**config.mk**
```make
export PLATFORM = sky130hd
export DESIGN_NAME = fde_datapath_flat
export DESIGN_NICKNAME = d
export VERILOG_FILES = /design/src/rtl/fde_pkg.sv /design/src/rtl/fde_datapath_if.sv /design/src/rtl/fde_regfile.sv /design/src/rtl/fde_datapath.sv /design/src/flat_wrapper.sv
export SDC_FILE = /design/constraint.sdc
export NUM_CORES = 1
export LEC_CHECK = 0
export CAP_MARGIN = 20
export CORE_MARGIN = 3
export CORE_UTILIZATION = 61
export DETAILED_ROUTE_END_ITERATION = 12
export PLACE_DENSITY = 0.87
export SKIP_LAST_GASP = 1
export SLEW_MARGIN = 20
export SYNTH_ARGS = -nofsm -noshare
export SYNTH_HDL_FRONTEND = slang
export SYNTH_HIERARCHICAL = 1
export SYNTH_SLANG_ARGS = --single-unit
```
**constraint.sdc**
```tcl
create_clock -name clock -period 15.6 [get_ports clock]
set_clock_uncertainty 0.05 [all_clocks]
set_input_delay 3.12 -clock clock [delete_from_list [all_inputs] [get_ports clock]]
set_output_delay 3.12 -clock clock [all_outputs]
set_load 0.01 [all_outputs]
```
**src/rtl/fde_pkg.sv**
```systemverilog
`default_nettype none
// ============================================================================
//  Module      : fde_pkg
//  Description : Shared encodings for the fetch/decode/execute datapath.
//  Revision    : 1.0  initial release
// ============================================================================
package fde_pkg;

    localparam logic [2:0] ALU_ADD   = 3'b000;
    localparam logic [2:0] ALU_SUB   = 3'b001;
    localparam logic [2:0] ALU_AND   = 3'b010;
    localparam logic [2:0] ALU_OR    = 3'b011;
    localparam logic [2:0] ALU_XOR   = 3'b100;
    localparam logic [2:0] ALU_SHL   = 3'b101;
    localparam logic [2:0] ALU_SHR   = 3'b110;
    localparam logic [2:0] ALU_PASSB = 3'b111;

    localparam logic [1:0] FWD_REG = 2'b00;
    localparam logic [1:0] FWD_WB  = 2'b01;
    localparam logic [1:0] FWD_M   = 2'b10;

    // Immediate deliberately overlaps the reg2 address field.
    localparam int OPCODE_MSB  = 23;
    localparam int OPCODE_LSB  = 20;
    localparam int REGDEST_MSB = 19;
    localparam int REGDEST_LSB = 16;
    localparam int REG1_MSB    = 15;
    localparam int REG1_LSB    = 12;
    localparam int REG2_MSB    = 11;
    localparam int REG2_LSB    = 8;
    localparam int IMM_MSB     = 11;
    localparam int IMM_LSB     = 0;
    localparam int IMM_BITS    = IMM_MSB - IMM_LSB + 1;

    typedef struct packed {
        logic n;
        logic z;
        logic v;
        logic c;
    } aluFlags_t;

endpackage : fde_pkg
`default_nettype wire

```
**src/rtl/fde_datapath_if.sv**
```systemverilog
`default_nettype none
// ============================================================================
//  Module      : fde_datapath_if
//  Description : Stage-boundary signal bundle of the fetch/decode/execute path.
//  Revision    : 1.0  initial release
// ============================================================================
interface fde_datapath_if #(
    parameter int WIDTH            = 16,
    parameter int ADDRESSWIDTH     = 4,
    parameter int OPCODEWIDTH      = 4,
    parameter int INSTRUCTIONWIDTH = 24
);
    // Fetch
    logic [WIDTH-1:0]            newPC;
    logic                        takeBranch;
    logic                        fetchEnable;
    logic [WIDTH-1:0]            pcF;
    // Decode
    logic [INSTRUCTIONWIDTH-1:0] instructionD;
    logic [WIDTH-1:0]            pcD;
    logic                        pcAsR1;
    logic                        regWriteEnable;
    logic [ADDRESSWIDTH-1:0]     writeAddress;
    logic [WIDTH-1:0]            writeData;
    logic [WIDTH-1:0]            reg1ContentD;
    logic [WIDTH-1:0]            reg2ContentD;
    logic [WIDTH-1:0]            immediateD;
    logic [ADDRESSWIDTH-1:0]     regDestD;
    logic [ADDRESSWIDTH-1:0]     reg1AddrD;
    logic [ADDRESSWIDTH-1:0]     reg2AddrD;
    logic [OPCODEWIDTH-1:0]      opcodeD;
    // Execute
    logic [WIDTH-1:0]            reg1ContentE;
    logic [WIDTH-1:0]            reg2ContentE;
    logic [WIDTH-1:0]            immediateE;
    logic [WIDTH-1:0]            forwardM;
    logic [WIDTH-1:0]            forwardWB;
    logic [2:0]                  aluControl;
    logic                        data2Select;
    logic [1:0]                  fwd1Select;
    logic [1:0]                  fwd2Select;
    logic [WIDTH-1:0]            aluOut;
    logic                        N;
    logic                        Z;
    logic                        V;
    logic                        C;

    modport master (
        output newPC, takeBranch, fetchEnable,
        output instructionD, pcD, pcAsR1, regWriteEnable, writeAddress, writeData,
        output reg1ContentE, reg2ContentE, immediateE, forwardM, forwardWB,
        output aluControl, data2Select, fwd1Select, fwd2Select,
        input  pcF,
        input  reg1ContentD, reg2ContentD, immediateD, regDestD, reg1AddrD, reg2AddrD, opcodeD,
        input  aluOut, N, Z, V, C
    );

    modport slave (
        input  newPC, takeBranch, fetchEnable,
        input  instructionD, pcD, pcAsR1, regWriteEnable, writeAddress, writeData,
        input  reg1ContentE, reg2ContentE, immediateE, forwardM, forwardWB,
        input  aluControl, data2Select, fwd1Select, fwd2Select,
        output pcF,
        output reg1ContentD, reg2ContentD, immediateD, regDestD, reg1AddrD, reg2AddrD, opcodeD,
        output aluOut, N, Z, V, C
    );

endinterface : fde_datapath_if
`default_nettype wire

```
**src/rtl/fde_regfile.sv**
```systemverilog
`default_nettype none
// ============================================================================
//  Module      : fde_regfile
//  Description : Two-read one-write register file with same-cycle write-through.
//  Revision    : 1.0  initial release
// ============================================================================
module fde_regfile #(
    parameter int WIDTH        = 16,
    parameter int REGNUM       = 16,
    parameter int ADDRESSWIDTH = 4
) (
    input  wire logic                    clk,
    input  wire logic                    rst,
    input  wire logic                    i_writeEnable,
    input  wire logic [ADDRESSWIDTH-1:0] i_writeAddress,
    input  wire logic [WIDTH-1:0]        i_writeData,
    input  wire logic [ADDRESSWIDTH-1:0] i_readAddr1,
    input  wire logic [ADDRESSWIDTH-1:0] i_readAddr2,
    output logic      [WIDTH-1:0]        o_readData1,
    output logic      [WIDTH-1:0]        o_readData2
);

    logic [WIDTH-1:0] r_regs [REGNUM];

    always_ff @(posedge clk) begin
        if (rst) begin
            for (int i = 0; i < REGNUM; i++) begin
                r_regs[i] <= '0;
            end
        end else if (i_writeEnable) begin
            r_regs[i_writeAddress] <= i_writeData;
        end
    end

    // Bypass lets a WB write be read by decode in the same cycle.
    assign o_readData1 = (i_writeEnable && (i_writeAddress == i_readAddr1)) ?
                         i_writeData : r_regs[i_readAddr1];
    assign o_readData2 = (i_writeEnable && (i_writeAddress == i_readAddr2)) ?
                         i_writeData : r_regs[i_readAddr2];

endmodule : fde_regfile
`default_nettype wire

```
**src/rtl/fde_datapath.sv**
```systemverilog
`default_nettype none
// ============================================================================
//  Module      : fde_datapath
//  Description : Fetch PC, decode field split with register file, execute ALU.
//  Revision    : 1.0  initial release
// ============================================================================
module fde_datapath
    import fde_pkg::*;
#(
    parameter int WIDTH            = 16,
    parameter int REGNUM           = 16,
    parameter int ADDRESSWIDTH     = 4,
    parameter int OPCODEWIDTH      = 4,
    parameter int INSTRUCTIONWIDTH = 24
) (
    input wire logic      clock,
    input wire logic      reset,
    fde_datapath_if.slave bus
);

    logic [WIDTH-1:0]        r_pc;
    logic [ADDRESSWIDTH-1:0] w_reg1Addr;
    logic [ADDRESSWIDTH-1:0] w_reg2Addr;
    logic [WIDTH-1:0]        w_reg1Data;
    logic [WIDTH-1:0]        w_reg2Data;
    logic [WIDTH-1:0]        w_opA;
    logic [WIDTH-1:0]        w_fwdB;
    logic [WIDTH-1:0]        w_opB;
    logic [WIDTH:0]          w_sum;
    logic [WIDTH:0]          w_diff;
    logic [WIDTH-1:0]        w_result;
    aluFlags_t               w_flags;

    // ---------------- Fetch ----------------
    always_ff @(posedge clock) begin
        if (reset) begin
            r_pc <= '0;
        end else if (bus.takeBranch) begin
            r_pc <= bus.newPC;
        end else if (bus.fetchEnable) begin
            r_pc <= r_pc + WIDTH'(1);
        end
    end

    assign bus.pcF = r_pc;

    // ---------------- Decode ----------------
    assign bus.opcodeD    = bus.instructionD[OPCODE_MSB:OPCODE_LSB];
    assign bus.regDestD   = bus.instructionD[REGDEST_MSB:REGDEST_LSB];
    assign w_reg1Addr     = bus.instructionD[REG1_MSB:REG1_LSB];
    assign w_reg2Addr     = bus.instructionD[REG2_MSB:REG2_LSB];
    assign bus.reg1AddrD  = w_reg1Addr;
    assign bus.reg2AddrD  = w_reg2Addr;
    assign bus.immediateD = {{(WIDTH-IMM_BITS){bus.instructionD[IMM_MSB]}},
                             bus.instructionD[IMM_MSB:IMM_LSB]};

    fde_regfile #(
        .WIDTH        (WIDTH),
        .REGNUM       (REGNUM),
        .ADDRESSWIDTH (ADDRESSWIDTH)
    ) u_regfile (
        .clk            (clock),
        .rst            (reset),
        .i_writeEnable  (bus.regWriteEnable),
        .i_writeAddress (bus.writeAddress),
        .i_writeData    (bus.writeData),
        .i_readAddr1    (w_reg1Addr),
        .i_readAddr2    (w_reg2Addr),
        .o_readData1    (w_reg1Data),
        .o_readData2    (w_reg2Data)
    );

    assign bus.reg1ContentD = bus.pcAsR1 ? bus.pcD : w_reg1Data;
    assign bus.reg2ContentD = w_reg2Data;

    // ---------------- Execute ----------------
    always_comb begin
        w_opA = bus.reg1ContentE;
        case (bus.fwd1Select)
            FWD_WB:  w_opA = bus.forwardWB;
            FWD_M:   w_opA = bus.forwardM;
            default: w_opA = bus.reg1ContentE;
        endcase

        w_fwdB = bus.reg2ContentE;
        case (bus.fwd2Select)
            FWD_WB:  w_fwdB = bus.forwardWB;
            FWD_M:   w_fwdB = bus.forwardM;
            default: w_fwdB = bus.reg2ContentE;
        endcase
    end

    assign w_opB  = bus.data2Select ? bus.immediateE : w_fwdB;
    assign w_sum  = {1'b0, w_opA} + {1'b0, w_opB};
    // Top bit of the extended difference is the unsigned borrow.
    assign w_diff = {1'b0, w_opA} - {1'b0, w_opB};

    always_comb begin
        w_result  = '0;
        w_flags.c = 1'b0;
        w_flags.v = 1'b0;
        case (bus.aluControl)
            ALU_ADD: begin
                w_result  = w_sum[WIDTH-1:0];
                w_flags.c = w_sum[WIDTH];
                w_flags.v = (w_opA[WIDTH-1] == w_opB[WIDTH-1]) &&
                            (w_sum[WIDTH-1] != w_opA[WIDTH-1]);
            end
            ALU_SUB: begin
                w_result  = w_diff[WIDTH-1:0];
                w_flags.c = ~w_diff[WIDTH];
                w_flags.v = (w_opA[WIDTH-1] != w_opB[WIDTH-1]) &&
                            (w_diff[WIDTH-1] != w_opA[WIDTH-1]);
            end
            ALU_AND:   w_result = w_opA & w_opB;
            ALU_OR:    w_result = w_opA | w_opB;
            ALU_XOR:   w_result = w_opA ^ w_opB;
            ALU_SHL:   w_result = w_opA << w_opB[3:0];
            ALU_SHR:   w_result = w_opA >> w_opB[3:0];
            ALU_PASSB: w_result = w_opB;
            default:   w_result = '0;
        endcase
        w_flags.n = w_result[WIDTH-1];
        w_flags.z = (w_result == '0);
    end

    assign bus.aluOut = w_result;
    assign bus.N      = w_flags.n;
    assign bus.Z      = w_flags.z;
    assign bus.V      = w_flags.v;
    assign bus.C      = w_flags.c;

endmodule : fde_datapath
`default_nettype wire

```
**src/flat_wrapper.sv**
```systemverilog
// flat-port wrapper written by rule: the top's interface ports become plain ports
module fde_datapath_flat import fde_pkg::*;
#(
    parameter int WIDTH            = 16,
    parameter int REGNUM           = 16,
    parameter int ADDRESSWIDTH     = 4,
    parameter int OPCODEWIDTH      = 4,
    parameter int INSTRUCTIONWIDTH = 24
)
  (clock, reset, bus_newPC, bus_takeBranch, bus_fetchEnable, bus_instructionD, bus_pcD, bus_pcAsR1, bus_regWriteEnable, bus_writeAddress, bus_writeData, bus_reg1ContentE, bus_reg2ContentE, bus_immediateE, bus_forwardM, bus_forwardWB, bus_aluControl, bus_data2Select, bus_fwd1Select, bus_fwd2Select, bus_pcF, bus_reg1ContentD, bus_reg2ContentD, bus_immediateD, bus_regDestD, bus_reg1AddrD, bus_reg2AddrD, bus_opcodeD, bus_aluOut, bus_N, bus_Z, bus_V, bus_C);
  fde_datapath_if #(.WIDTH(WIDTH), .ADDRESSWIDTH(ADDRESSWIDTH), .OPCODEWIDTH(OPCODEWIDTH), .INSTRUCTIONWIDTH(INSTRUCTIONWIDTH)) bus_i ();
  input wire logic clock;
  input wire logic reset;
  input wire logic [$bits(bus_i.newPC)-1:0] bus_newPC;
  input wire logic [$bits(bus_i.takeBranch)-1:0] bus_takeBranch;
  input wire logic [$bits(bus_i.fetchEnable)-1:0] bus_fetchEnable;
  input wire logic [$bits(bus_i.instructionD)-1:0] bus_instructionD;
  input wire logic [$bits(bus_i.pcD)-1:0] bus_pcD;
  input wire logic [$bits(bus_i.pcAsR1)-1:0] bus_pcAsR1;
  input wire logic [$bits(bus_i.regWriteEnable)-1:0] bus_regWriteEnable;
  input wire logic [$bits(bus_i.writeAddress)-1:0] bus_writeAddress;
  input wire logic [$bits(bus_i.writeData)-1:0] bus_writeData;
  input wire logic [$bits(bus_i.reg1ContentE)-1:0] bus_reg1ContentE;
  input wire logic [$bits(bus_i.reg2ContentE)-1:0] bus_reg2ContentE;
  input wire logic [$bits(bus_i.immediateE)-1:0] bus_immediateE;
  input wire logic [$bits(bus_i.forwardM)-1:0] bus_forwardM;
  input wire logic [$bits(bus_i.forwardWB)-1:0] bus_forwardWB;
  input wire logic [$bits(bus_i.aluControl)-1:0] bus_aluControl;
  input wire logic [$bits(bus_i.data2Select)-1:0] bus_data2Select;
  input wire logic [$bits(bus_i.fwd1Select)-1:0] bus_fwd1Select;
  input wire logic [$bits(bus_i.fwd2Select)-1:0] bus_fwd2Select;
  output wire logic [$bits(bus_i.pcF)-1:0] bus_pcF;
  output wire logic [$bits(bus_i.reg1ContentD)-1:0] bus_reg1ContentD;
  output wire logic [$bits(bus_i.reg2ContentD)-1:0] bus_reg2ContentD;
  output wire logic [$bits(bus_i.immediateD)-1:0] bus_immediateD;
  output wire logic [$bits(bus_i.regDestD)-1:0] bus_regDestD;
  output wire logic [$bits(bus_i.reg1AddrD)-1:0] bus_reg1AddrD;
  output wire logic [$bits(bus_i.reg2AddrD)-1:0] bus_reg2AddrD;
  output wire logic [$bits(bus_i.opcodeD)-1:0] bus_opcodeD;
  output wire logic [$bits(bus_i.aluOut)-1:0] bus_aluOut;
  output wire logic [$bits(bus_i.N)-1:0] bus_N;
  output wire logic [$bits(bus_i.Z)-1:0] bus_Z;
  output wire logic [$bits(bus_i.V)-1:0] bus_V;
  output wire logic [$bits(bus_i.C)-1:0] bus_C;
  assign bus_i.newPC = bus_newPC;
  assign bus_i.takeBranch = bus_takeBranch;
  assign bus_i.fetchEnable = bus_fetchEnable;
  assign bus_i.instructionD = bus_instructionD;
  assign bus_i.pcD = bus_pcD;
  assign bus_i.pcAsR1 = bus_pcAsR1;
  assign bus_i.regWriteEnable = bus_regWriteEnable;
  assign bus_i.writeAddress = bus_writeAddress;
  assign bus_i.writeData = bus_writeData;
  assign bus_i.reg1ContentE = bus_reg1ContentE;
  assign bus_i.reg2ContentE = bus_reg2ContentE;
  assign bus_i.immediateE = bus_immediateE;
  assign bus_i.forwardM = bus_forwardM;
  assign bus_i.forwardWB = bus_forwardWB;
  assign bus_i.aluControl = bus_aluControl;
  assign bus_i.data2Select = bus_data2Select;
  assign bus_i.fwd1Select = bus_fwd1Select;
  assign bus_i.fwd2Select = bus_fwd2Select;
  assign bus_pcF = bus_i.pcF;
  assign bus_reg1ContentD = bus_i.reg1ContentD;
  assign bus_reg2ContentD = bus_i.reg2ContentD;
  assign bus_immediateD = bus_i.immediateD;
  assign bus_regDestD = bus_i.regDestD;
  assign bus_reg1AddrD = bus_i.reg1AddrD;
  assign bus_reg2AddrD = bus_i.reg2AddrD;
  assign bus_opcodeD = bus_i.opcodeD;
  assign bus_aluOut = bus_i.aluOut;
  assign bus_N = bus_i.N;
  assign bus_Z = bus_i.Z;
  assign bus_V = bus_i.V;
  assign bus_C = bus_i.C;
  fde_datapath #(.WIDTH(WIDTH), .REGNUM(REGNUM), .ADDRESSWIDTH(ADDRESSWIDTH), .OPCODEWIDTH(OPCODEWIDTH), .INSTRUCTIONWIDTH(INSTRUCTIONWIDTH)) u_core (.clock(clock), .reset(reset), .bus(bus_i));
endmodule
```
# After elaboration in Yosys (flattened, before gate mapping)
# Memory sizes are Yosys's and may differ from the RTL's.
# Index checks and enable logic that the tools add are counted.
# classes
eq_ne	17
n_bitwise	4
n_addsub	3
shifts	2
n_mux	18
n_reduce_logical	8
# op_table
operator	n
$pmux 16 s8	1
$mux 16	7
$pmux 16 s2	2
$add 16x16->17	1
$sub 16x16->17	1
$add 16x1->16 const B	1
$and 16x16->16	1
$logic_not 16->1	1
$or 16x16->16	1
$reduce_or 16->1	1
$shl 16x4->16	1
$shr 16x4->16	1
$xor 16x16->16	1
$eq 3x3->1 const B	4
$eq 4x4->1	2
$eq 3x2->1 const B	2
$mux 1	6
$eq 2x1->1 const B	2
$eq 2x2->1 const B	2
$logic_and 1x1->1	4
$mux 4	1
$pmux 2 s2	1
$eq 3x1->1 const B	1
$logic_not 3->1	1
4 further kinds	6
# totals
register_bits	16
ram_bits	256
out_inout_bits	100
in_bits	170
mem_count	1
wordCells	54
# memory_table
name	words	width	rd	rd_ports_with_merged_regs	wr	line	source
u_core.u_regfile.r_regs	16	16	2	0	16	fde_regfile.sv:23	logic [WIDTH-1:0] r_regs [REGNUM];

# Logic depth before layout (Yosys ltp)
# Gate-level depths: netlist of run 1.
# logic_depth
depth_word	7
depth_mapped	23

# Modules after synthesis
# The synthesis of run 1 kept the hierarchy.
# by_module_without_submodules
module	n_inst	seq_area_each_um2	cells_per_inst	area_per_inst_um2
fde_regfile	1	7687.4	897	14254.9
fde_datapath	1	320.3	935	6148.4

# Worst setup path before layout of run 1
# OpenSTA, ideal clock, no wires.
# synth_timing
kind	input -> output
from	input bus_fwd2Select[0]
to	output bus_Z
path_buffers	4
slack_ns	5.137
required_ns	12.430
t_arrival_ns	7.293
cell_stages	22
path_cell_list	inv_1 > ha_1 > nor3b_1 > a221o_1 > buf_6 > inv_4 > buf_6 > buf_6 > buf_4 > ha_1 > inv_1 > fa_1 > a21o_1 > a2111oi_0 > o41ai_1 > a31oi_1 > nand2_1 > o21ai_0 > xnor2_1 > o2111ai_1 > or4_4 > nor3_2
# synth_between
elab_chain_len	6
word_cells_on_any_way	13
# synth_rtl
element	line	source
start, declared	flat_wrapper.sv:31	input wire logic [$bits(bus_i.fwd2Select)-1:0] bus_fwd2Select;
$eq 2x2->1 or $eq 2x1->1 (tied branches)	fde_datapath.sv:86	case (bus.fwd2Select)
$pmux 16 s2 (*)	fde_datapath.sv:86	
$mux 16 (*)	fde_datapath.sv:93	assign w_opB = bus.data2Select ? bus.immediateE : w_fwdB;
$sub 16x16->17, or another cell as far along	fde_datapath.sv:96	assign w_diff = {1'b0, w_opA} - {1'b0, w_opB};
$pmux 16 s8 (*)	fde_datapath.sv:102	case (bus.aluControl)
net bus_aluOut[10]	flat_wrapper.sv:40	output wire logic [$bits(bus_i.aluOut)-1:0] bus_aluOut;
$logic_not 16->1 (*)	fde_datapath.sv:124	w_flags.z = (w_result == '0);
end, declared	flat_wrapper.sv:42	output wire logic [$bits(bus_i.Z)-1:0] bus_Z;
# The timed path passes the listed nets; every way through them passes the cells marked *.

# Worst setup path after layout of run 1
# layout_timing
from	input bus_fwd2Select[0]
to	output bus_Z
# layout_between
elab_chain_len	6
word_cells_on_any_way	13
# layout_rtl
element	line
$eq 2x2->1 or $eq 2x1->1 (tied branches)	fde_datapath.sv:86
$pmux 16 s2 (*)	fde_datapath.sv:86
$mux 16 (*)	fde_datapath.sv:93
$sub 16x16->17, or another cell as far along	fde_datapath.sv:96
$pmux 16 s8 (*)	fde_datapath.sv:102
$logic_not 16->1 (*)	fde_datapath.sv:124
# Mark *: on every way between the ends. The rest lies on a longest branch, timed or not.

==> results.txt, run 1 <==
* R2R depth: 10
* Number of enable-type register cells in the synthesized netlist: 256
* Summed negative setup slack over all endpoints: 0 ns
- Filler cell count in the final layout: approximately 2200
* # diodes: 0
- Final clock period utilization by the worst path: between 80% and 90%
- Yosys top cell by area: sky130_fd_sc_hd__edfxtp_1
- Quantity of I/O buffers inserted on ports: 237
- Post-Place Worst Slack: about 3.2 ns
* Internal power: around 0.0015 W
* First DRT Iteration DRCs: 2413
* Total overflow reported by the global router: 0
- Clock Tree Root: sky130_fd_sc_hd__clkbuf_16
- Result of the run: finished, final reports clean
* Wirelength, routed: roughly 65000 um
- STA classifies the critical path startpoint as a primary input.
* Post-cts repair resize count: 0
- The worst pin sits at a relative slew slack of 27.32%.
* Pin slew with the least headroom to its limit: 1.060 ns
* Clock-pin slew on the worst setup and hold paths: 0.06 ns
* First-pass iteration count of the detailed router: 6
* Post-Synthesis Cells: about 1800
* Syn-to-layout area delta: 15.01%
- Final weighted congestion of routability-driven global placement: between 1 and 1.5
- Entering global routing, the biggest net connects between 60 and 70 pins.
- Dividing the synthesized area by the synthesized cell count gives between 10 and 15 um2.
- The count of nets left with antenna violations once routing finished came out at 0.
- Fraction of final layout cells sized beyond drive strength 1: between 10 and 15%
- Ranked by total cell area, the synthesized netlist is headed by sky130_fd_sc_hd__edfxtp_1 38%, sky130_fd_sc_hd__mux4_2 14%, sky130_fd_sc_hd__and2_1 7.9%, sky130_fd_sc_hd__mux2i_1 6.7%, sky130_fd_sc_hd__ha_1 3.3%.
- In this run the post-CTS setup repair buffer count came out at 0.
- Endpoints failing setup: 0
- After synthesis, the share of flip-flops with an asynchronous set or reset is 0%.
- Clock tree from TritonCTS: yes
* Total clock buffers created by CTS: 27
- Area fraction of the dominant cell type after synthesis: between 30% and 40%
- Worst path required time: 12.43 ns
* CTS Hold Bufs: 0
* DRC violations left: 0
- Bufs on Longest Clock Path: 3
- Yosys mapped the design onto 76 distinct sky130hd cell types.
- The path class of the tightest hold or removal check is flop to flop.
- Synthesized net count: between 2000 and 2500
- Initial standard-cell utilization of the core: 62.24%
- Net switching is between 30% and 40% of the power.
* Later-pin clock latency in the skew report: between 0.5 and 0.6 ns
- Total half-perimeter wirelength after legalization and detailed placement: between 40000 and 50000 um
- The count of final max-slew check failures came to 0.
- Sequential cells were found to cover 39.25% of the synthesized design area.
- Number of cell rows: between 60 and 70
- Counting flops and latches in the post-synthesis netlist gives 272.
* Number of global-route vias before repair: between 15000 and 20000
- Global-route wire length before repair: approximately 98000 um
- The region available for standard cell placement spans approximately 33000 um2.
- Die W: between 150 and 200 um
- Clock power frac: between 20% and 30%
- The worst hold path was traced through 4 stages.
- The worst path needs about 13 ns of the cycle, external delays included.
- Number of vias per cell: 6.881
* Leakage power total: 8.714 nW
- RSZ-0062 raised after global routing: no
- Worst voltage drop across the vdd grid: 0.0001200 V
- For this design, the sink count on the clock tree is around 270.
- In this run the count of I/O pins placed on the die edge is between 200 and 300.
* Yosys warnings: 6
- CTS built an H-tree with a depth of 1.
- The share of total power dissipated in combinational logic is a little under a third.
- Syn Std Cell Area: 20400 um2
- CP Max Fanout: 31
- Of the total power, registers draw 40.4%.
- In this run the power density over the cells is roughly 91 nW/um2.
- After layout, the worst setup slack is slightly above 3 ns.
- Total routing usage reported by global routing: between 30% and 40%
- The final hold violation count was 0.
- The worst setup path is of the primary input to output pin kind.
- Vias post-DR: around 17000
- Data arrival time of the critical path: 9.38 ns
* Maximum clock rate: 0.07966 GHz
* Max-cap violations: 0
* Final routed wire length divided by cell count: about 27 um
- Critical Path Sink Type: output pin
* Antenna violations before repair: 1
- The die covers between 30000 and 40000 um2.
- Net switching power figure: between 0.0006 and 0.0007 W
- Among all flip-flop cells after synthesis, the most frequent one is sky130_fd_sc_hd__edfxtp_1.
- Height of the die: 188.9 um
- In the final design database the tool counted roughly 2200 nets.
==> path summary, 6_finish.rpt <==
path | from | end | slack (ns)
max | bus_fwd2Select[0] | bus_Z | 3.05
min | u_core/bus.pcF[6]$_SDFFE_PP0P_ | u_core/bus.pcF[6]$_SDFFE_PP0P_ | 0.64
max reg2reg | u_core/bus.pcF[2]$_SDFFE_PP0P_ | u_core/bus.pcF[15]$_SDFFE_PP0P_ | 13.54
min reg2reg | u_core/bus.pcF[6]$_SDFFE_PP0P_ | u_core/bus.pcF[6]$_SDFFE_PP0P_ | 0.64
==> Yosys cell counts (6+ instances only) <==
master / n
sky130_fd_sc_hd__buf_4: 39
sky130_fd_sc_hd__dfxtp_1: 16
sky130_fd_sc_hd__o21ai_1: 11
sky130_fd_sc_hd__xor2_1: 21
sky130_fd_sc_hd__a221oi_1: 13
sky130_fd_sc_hd__o211ai_1: 7
sky130_fd_sc_hd__nor3_1: 19
sky130_fd_sc_hd__a221o_1: 11
sky130_fd_sc_hd__buf_6: 16
sky130_fd_sc_hd__and2_1: 259
sky130_fd_sc_hd__a31oi_1: 8
sky130_fd_sc_hd__mux2_2: 48
sky130_fd_sc_hd__buf_2: 34
sky130_fd_sc_hd__a21o_1: 7
sky130_fd_sc_hd__o21ai_0: 47
sky130_fd_sc_hd__mux2i_1: 136
sky130_fd_sc_hd__mux4_2: 128
sky130_fd_sc_hd__or2_2: 18
sky130_fd_sc_hd__inv_1: 47
sky130_fd_sc_hd__inv_2: 8
sky130_fd_sc_hd__nand3_1: 18
sky130_fd_sc_hd__buf_1: 13
sky130_fd_sc_hd__o31ai_1: 14
sky130_fd_sc_hd__nor2_1: 135
sky130_fd_sc_hd__nand2b_1: 8
sky130_fd_sc_hd__edfxtp_1: 256
sky130_fd_sc_hd__a22oi_1: 29
sky130_fd_sc_hd__clkbuf_1: 76
sky130_fd_sc_hd__nand2_1: 96
sky130_fd_sc_hd__nor2b_1: 15
sky130_fd_sc_hd__a211oi_1: 22
sky130_fd_sc_hd__ha_1: 54
sky130_fd_sc_hd__xnor2_1: 15
sky130_fd_sc_hd__o22ai_1: 13
sky130_fd_sc_hd__a211o_1: 6
sky130_fd_sc_hd__and3_1: 15
sky130_fd_sc_hd__a21oi_1: 66
==> layout make-up <==
| cell class | instances | area, um2 | area share (%) |
|---|---|---|---|
| Clock buffer | 33 | 698.2 | 2.975 |
| Clock inverter | 16 | 141.4 | 0.6025 |
| Inverter | 58 | 220.2 | 0.9384 |
| Multi-Input combinational cell | 1324 | 11200 | 47.72 |
| Sequential cell | 272 | 8008 | 34.12 |
| Tap cell | 442 | 553.0 | 2.357 |
| Timing Repair Buffer | 277 | 2648 | 11.28 |
==> power by group through the flow <==
stage	Combinational [W]	Clock, W	Sequential [W]
after global routing	0.000678	0.000663	0.000867
after global placement	0.000612	0	0.000871
after CTS	0.000627	0.000631	0.000862
after floorplan	0.000406	0	0.000869
final	0.000643	0.000630	0.000863
after detailed placement	0.000622	0	0.000877
==> sequential cells by signal, summed over array words and instances (netlist names) <==
register and flops:
u_core/bus.pcF 16, u_core/u_regfile/r_regs 256
==> metrics by stage <==
step / instances / instance area [um2] / hold slack, ns / power, W / util [%]
global route: 2422 / 23470 / 0.6726 / 0.002208 / 71.58
global placement: 2373 / 22630 / 0.5714 / 0.001483 / 69.02
finish: 2422 / 23470 / 0.6446 / 0.002137 / 71.58
CTS: 2422 / 23470 / 0.6359 / 0.002121 / 71.58
detailed placement: 2373 / 22630 / 0.6206 / 0.001500 / 69.02
floorplan: 1832 / 20400 / 0.6075 / 0.001274 / -
==> cell usage in the layout (no fill, tap or decap), types with 8 or more instances in the layout <==
cell type | netlist | final
sky130_fd_sc_hd__buf_4 | 39 | 42
sky130_fd_sc_hd__nand2_1 | 96 | 96
sky130_fd_sc_hd__and2_1 | 259 | 259
sky130_fd_sc_hd__o21ai_1 | 11 | 11
sky130_fd_sc_hd__edfxtp_1 | 256 | 256
sky130_fd_sc_hd__mux2i_1 | 136 | 136
sky130_fd_sc_hd__nand2b_1 | 8 | 8
sky130_fd_sc_hd__a21oi_1 | 66 | 66
sky130_fd_sc_hd__inv_1 | 47 | 47
sky130_fd_sc_hd__clkinv_1 | 2 | 8
sky130_fd_sc_hd__o21ai_0 | 47 | 47
sky130_fd_sc_hd__nor3_1 | 19 | 19
sky130_fd_sc_hd__xor2_1 | 21 | 21
sky130_fd_sc_hd__a211oi_1 | 22 | 22
sky130_fd_sc_hd__a31oi_1 | 8 | 8
sky130_fd_sc_hd__clkdlybuf4s50_1 | 0 | 231
sky130_fd_sc_hd__nor2b_1 | 15 | 15
sky130_fd_sc_hd__or2_2 | 18 | 18
sky130_fd_sc_hd__nand3_1 | 18 | 18
sky130_fd_sc_hd__a22oi_1 | 29 | 29
sky130_fd_sc_hd__o22ai_1 | 13 | 13
sky130_fd_sc_hd__inv_2 | 8 | 8
sky130_fd_sc_hd__and3_1 | 15 | 15
sky130_fd_sc_hd__dfxtp_1 | 16 | 16
sky130_fd_sc_hd__xnor2_1 | 15 | 15
sky130_fd_sc_hd__nor2_1 | 135 | 135
sky130_fd_sc_hd__mux2_2 | 48 | 48
sky130_fd_sc_hd__clkbuf_16 | 0 | 27
sky130_fd_sc_hd__a221o_1 | 11 | 11
sky130_fd_sc_hd__mux4_2 | 128 | 128
sky130_fd_sc_hd__ha_1 | 54 | 54
sky130_fd_sc_hd__a221oi_1 | 13 | 13
sky130_fd_sc_hd__o31ai_1 | 14 | 14
==> critical path, stage by stage <==
cell                              delay (ns)
sky130_fd_sc_hd__clkdlybuf4s50_1        0.48
sky130_fd_sc_hd__inv_1                  0.05
sky130_fd_sc_hd__ha_1                   0.86
sky130_fd_sc_hd__a211oi_1               0.10
sky130_fd_sc_hd__a221o_1                0.36
sky130_fd_sc_hd__buf_4                  0.25
sky130_fd_sc_hd__inv_4                  0.34
sky130_fd_sc_hd__ha_1                   0.27
sky130_fd_sc_hd__inv_1                  0.06
sky130_fd_sc_hd__fa_1                   0.40
sky130_fd_sc_hd__a21o_1                 0.23
sky130_fd_sc_hd__a2111oi_0              0.56
sky130_fd_sc_hd__o41ai_1                0.21
sky130_fd_sc_hd__a31oi_1                0.31
sky130_fd_sc_hd__nand2_1                0.08
sky130_fd_sc_hd__o21ai_0                0.12
sky130_fd_sc_hd__xnor2_1                0.15
sky130_fd_sc_hd__o2111ai_1              0.16
sky130_fd_sc_hd__or4_4                  0.60
sky130_fd_sc_hd__nor3_2                 0.11
sky130_fd_sc_hd__clkdlybuf4s50_1        0.55
==> per-layer routing <==
metal	share of wire (%)	routed length [um]	track usage, %	vias to the layer above
met1	35	22920	44.77	8087
met4	5.7	3687	17.90	2
met5	0.020	13	0	-
met3	10	6748	6.221	272
met2	49	31740	59.46	1232
li1	-	-	-	7073
==> kinds of logic after synthesis <==
| kind of cell | Yosys count | share of synthesized area [%] |
|---|---|---|
| buffers and inverters | 236 | 5.869 |
| XOR/XNOR | 36 | 1.545 |
| adder cells (fa/ha/maj) | 56 | 3.508 |
| multiplexers | 313 | 23.51 |
| AO/OA/AOI/OAI | 307 | 10.24 |
| AND/OR/NAND/NOR | 612 | 16.09 |
| flip-flops | 272 | 39.25 |
(Power assumes the default switching activity.)
==> run 2: changes to the inputs <==
Settings changed: CORE_UTILIZATION 61 to 51, PLACE_DENSITY 0.87 to 0.78.
Clock period 15.6 ns to 10.1 ns, I/O delays scaled along.
==> run 2 against run 1 <==
Compared with the run above: combinational power increased by 59%; cell area rose by 1.2%; critical endpoint unchanged; clock power grew 60%; register-to-register slack got worse by 5.5 ns; largest power group unchanged; global-route usage decreased by 4.3 points.
==> results.txt, run 2 (synthesis gave the netlist of run 1 again) <==
* Net count of the finished layout: ~2200
- Height of the die: 206.0 um
- Leakage power total: approximately 8.8 nW
* First DRT Iteration DRCs: ~1700
- The die covers about 42000 um2.
- For flop-to-flop paths, the worst setup slack is around 8 ns.
* # diodes: 0
* Result of the run: finished, final reports clean
- For the pin with the worst max-slew slack, the measured transition is 1.129 ns.
- The count of nets left with antenna violations once routing finished came out at 0.
* Filler cell count in the final layout: 3149
- After detailed routing, the total wire length is 67810 um.
- Later-pin clock latency in the skew report: approximately 0.57 ns
- Worst voltage drop across the vdd grid: ~0.00015 V
* Rel. slew slack: between 20 and 25%
- Clock Tree Root: sky130_fd_sc_hd__clkbuf_16
- The tool flagged a number of max-cap violations equal to 0.
- CP Max Fanout: 29
* Summed negative setup slack over all endpoints: 0 ns
* Critical Path Sink Type: output pin
* Total routing usage reported by global routing: between 30 and 40%
- The number of global-route vias before repair came to around 16000.
- Final clock period utilization by the worst path: 96.87%
- After floorplanning, the core was sized to cover 39100 um2.
* Data arrival time of the critical path: between 7 and 8 ns
- Ranked by flip-flop count, first place goes to u_core/u_regfile/r_regs.
- Maximum clock rate: around 0.10 GHz
- At the worst endpoint, the required time is between 8 and 9 ns.
- After detailed routing, the number of remaining DRC violations is 0.
- In the routed layout, each cell is associated on average with a via count of around 6.5.
- At the end of routability-driven placement, the weighted congestion stood at slightly above 1.
* Total half-perimeter wirelength after legalization and detailed placement: between 40000 and 50000 um
* Endpoints failing setup: 0
- The critical path is of the primary input to output pin type.
- Placed insts: 2464
* CP startpoint kind: primary input
* Setup bufs post-CTS: 0
* Die W: 206.0 um
* Worst min-delay path class: flop to flop
* Clock-pin slew on the worst setup and hold paths: roughly 0.070 ns
* Flip-flop count of the largest register after layout: between 200 and 300
- Counting along the longest clock path gives a buffer depth of 3.
- The initialized floorplan defines 72 standard-cell rows.
- Total count of hold-check failures in the final report: 0
- Deepest level of the CTS H-tree: 1
- Total clock buffers created by CTS: 28
- The library cells used most frequently in the layout, excluding fill and tap cells, are 259 x sky130_fd_sc_hd__and2_1, 256 x sky130_fd_sc_hd__edfxtp_1, 231 x sky130_fd_sc_hd__clkdlybuf4s50_1, 136 x sky130_fd_sc_hd__mux2i_1, 135 x sky130_fd_sc_hd__nor2_1.
- Total count of max-transition violations in the final report: 0
- Count of non-filler cells in the finished layout: approximately 2500
- The initial antenna violation count is 0.
- The first detailed-routing pass took 7 iterations.
* Fraction of final layout cells sized beyond drive strength 1: 15.88%
* Global-route wire length before repair: 99660 um
- Final core utilization: 60.71%
* Final routed wire length divided by cell count: approximately 27 um
- Maximum number of pins on one net before global-route repair: 72
- Quantity of I/O buffers inserted on ports: 237
- Leading cell type in the layout, fill and taps excluded: sky130_fd_sc_hd__and2_1
- Clock tree from TritonCTS: yes
- After layout, the minimum clock period comes to approximately 9.8 ns.
* Number of top-level design ports: 270
- For this block, the via count after detailed routing is ~16000.
- Counting every sink on the clock net gives ~270.
- Initial standard-cell utilization of the core: a little over half
* Syn-to-layout area delta: 16.34%
* RSZ-0062 raised after global routing: no
* Total overflow reported by the global router: 0
- Power spread over the standard cell area amounts to 141.6 nW/um2.
- PnR Total Power: 0.003361 W
## run 2: per-stage QoR
stage / area [um2] / hold WS (ns) / setup slack, ns
4_1_cts: 23730 / 0.6173 / 0.3340
3_5_place_dp: 22850 / 0.5907 / 0.3628
3_3_place_gp: 22850 / 0.5681 / 0.4413
2_1_floorplan: 20400 / 0.6075 / 1.837
5_1_grt: 23740 / 0.6683 / 0.03701
6_report: 23740 / 0.6268 / 0.3161
## run 2: area by class of cell
| type | count | area [um2] | area share [%] |
|---|---|---|---|
| clock buffer | 38 | 768.2 | 3.237 |
| clock inverter | 11 | 113.9 | 0.4797 |
| inverter | 58 | 220.2 | 0.9277 |
| multi-input combinational | 1324 | 11210 | 47.23 |
| sequential | 272 | 8008 | 33.74 |
| tap | 518 | 648.1 | 2.730 |
| timing repair buffer | 293 | 2768 | 11.66 |
## run 2: where the power goes
part / switching, W / leakage [nW] / internal, W
Combinational: 0.000574 / 5.81 / 0.000445
Clock: 0.000428 / 0.437 / 0.000581
Sequential: 0.0000342 / 2.57 / 0.00130
## run 2: timing repair
| item | in CTS | in global routing |
|---|---|---|
| gates resized for setup | 0 | 2 |
| hold buffers | 0 | 0 |
| setup endpoints to repair | 0 | 2 |
## run 2: final timing paths
check                             startpoint                               to  cells past startpoint
max                        bus_fwd2Select[1]                            bus_Z                     21
min          u_core/bus.pcF[15]$_SDFFE_PP0P_  u_core/bus.pcF[15]$_SDFFE_PP0P_                      4
max reg2reg   u_core/bus.pcF[2]$_SDFFE_PP0P_  u_core/bus.pcF[11]$_SDFFE_PP0P_                     10
min reg2reg  u_core/bus.pcF[15]$_SDFFE_PP0P_  u_core/bus.pcF[15]$_SDFFE_PP0P_                      4
## run 2: worst max-delay path: stages
cell                              delay [ns]
sky130_fd_sc_hd__clkdlybuf4s50_1        0.45
sky130_fd_sc_hd__inv_1                  0.08
sky130_fd_sc_hd__ha_1                   0.55
sky130_fd_sc_hd__nand2_1                0.11
sky130_fd_sc_hd__a221o_1                0.38
sky130_fd_sc_hd__inv_4                  0.07
sky130_fd_sc_hd__buf_4                  0.34
sky130_fd_sc_hd__ha_1                   0.29
sky130_fd_sc_hd__inv_1                  0.07
sky130_fd_sc_hd__fa_1                   0.40
sky130_fd_sc_hd__o21ba_2                0.26
sky130_fd_sc_hd__o2111ai_1              0.33
sky130_fd_sc_hd__a31o_2                 0.22
sky130_fd_sc_hd__a21oi_1                0.09
sky130_fd_sc_hd__nor2_1                 0.15
sky130_fd_sc_hd__nor3_1                 0.08
sky130_fd_sc_hd__o41ai_1                0.67
sky130_fd_sc_hd__mux2i_1                0.15
sky130_fd_sc_hd__and3_1                 0.21
sky130_fd_sc_hd__nor3_2                 0.22
sky130_fd_sc_hd__clkdlybuf4s50_1        0.57
## run 2: metal layers
layer,routed length [um],track usage (%)
met1,27620,44.71
met2,31160,49.29
met3,7125,5.859
met4,1903,8.242
met5,0,0
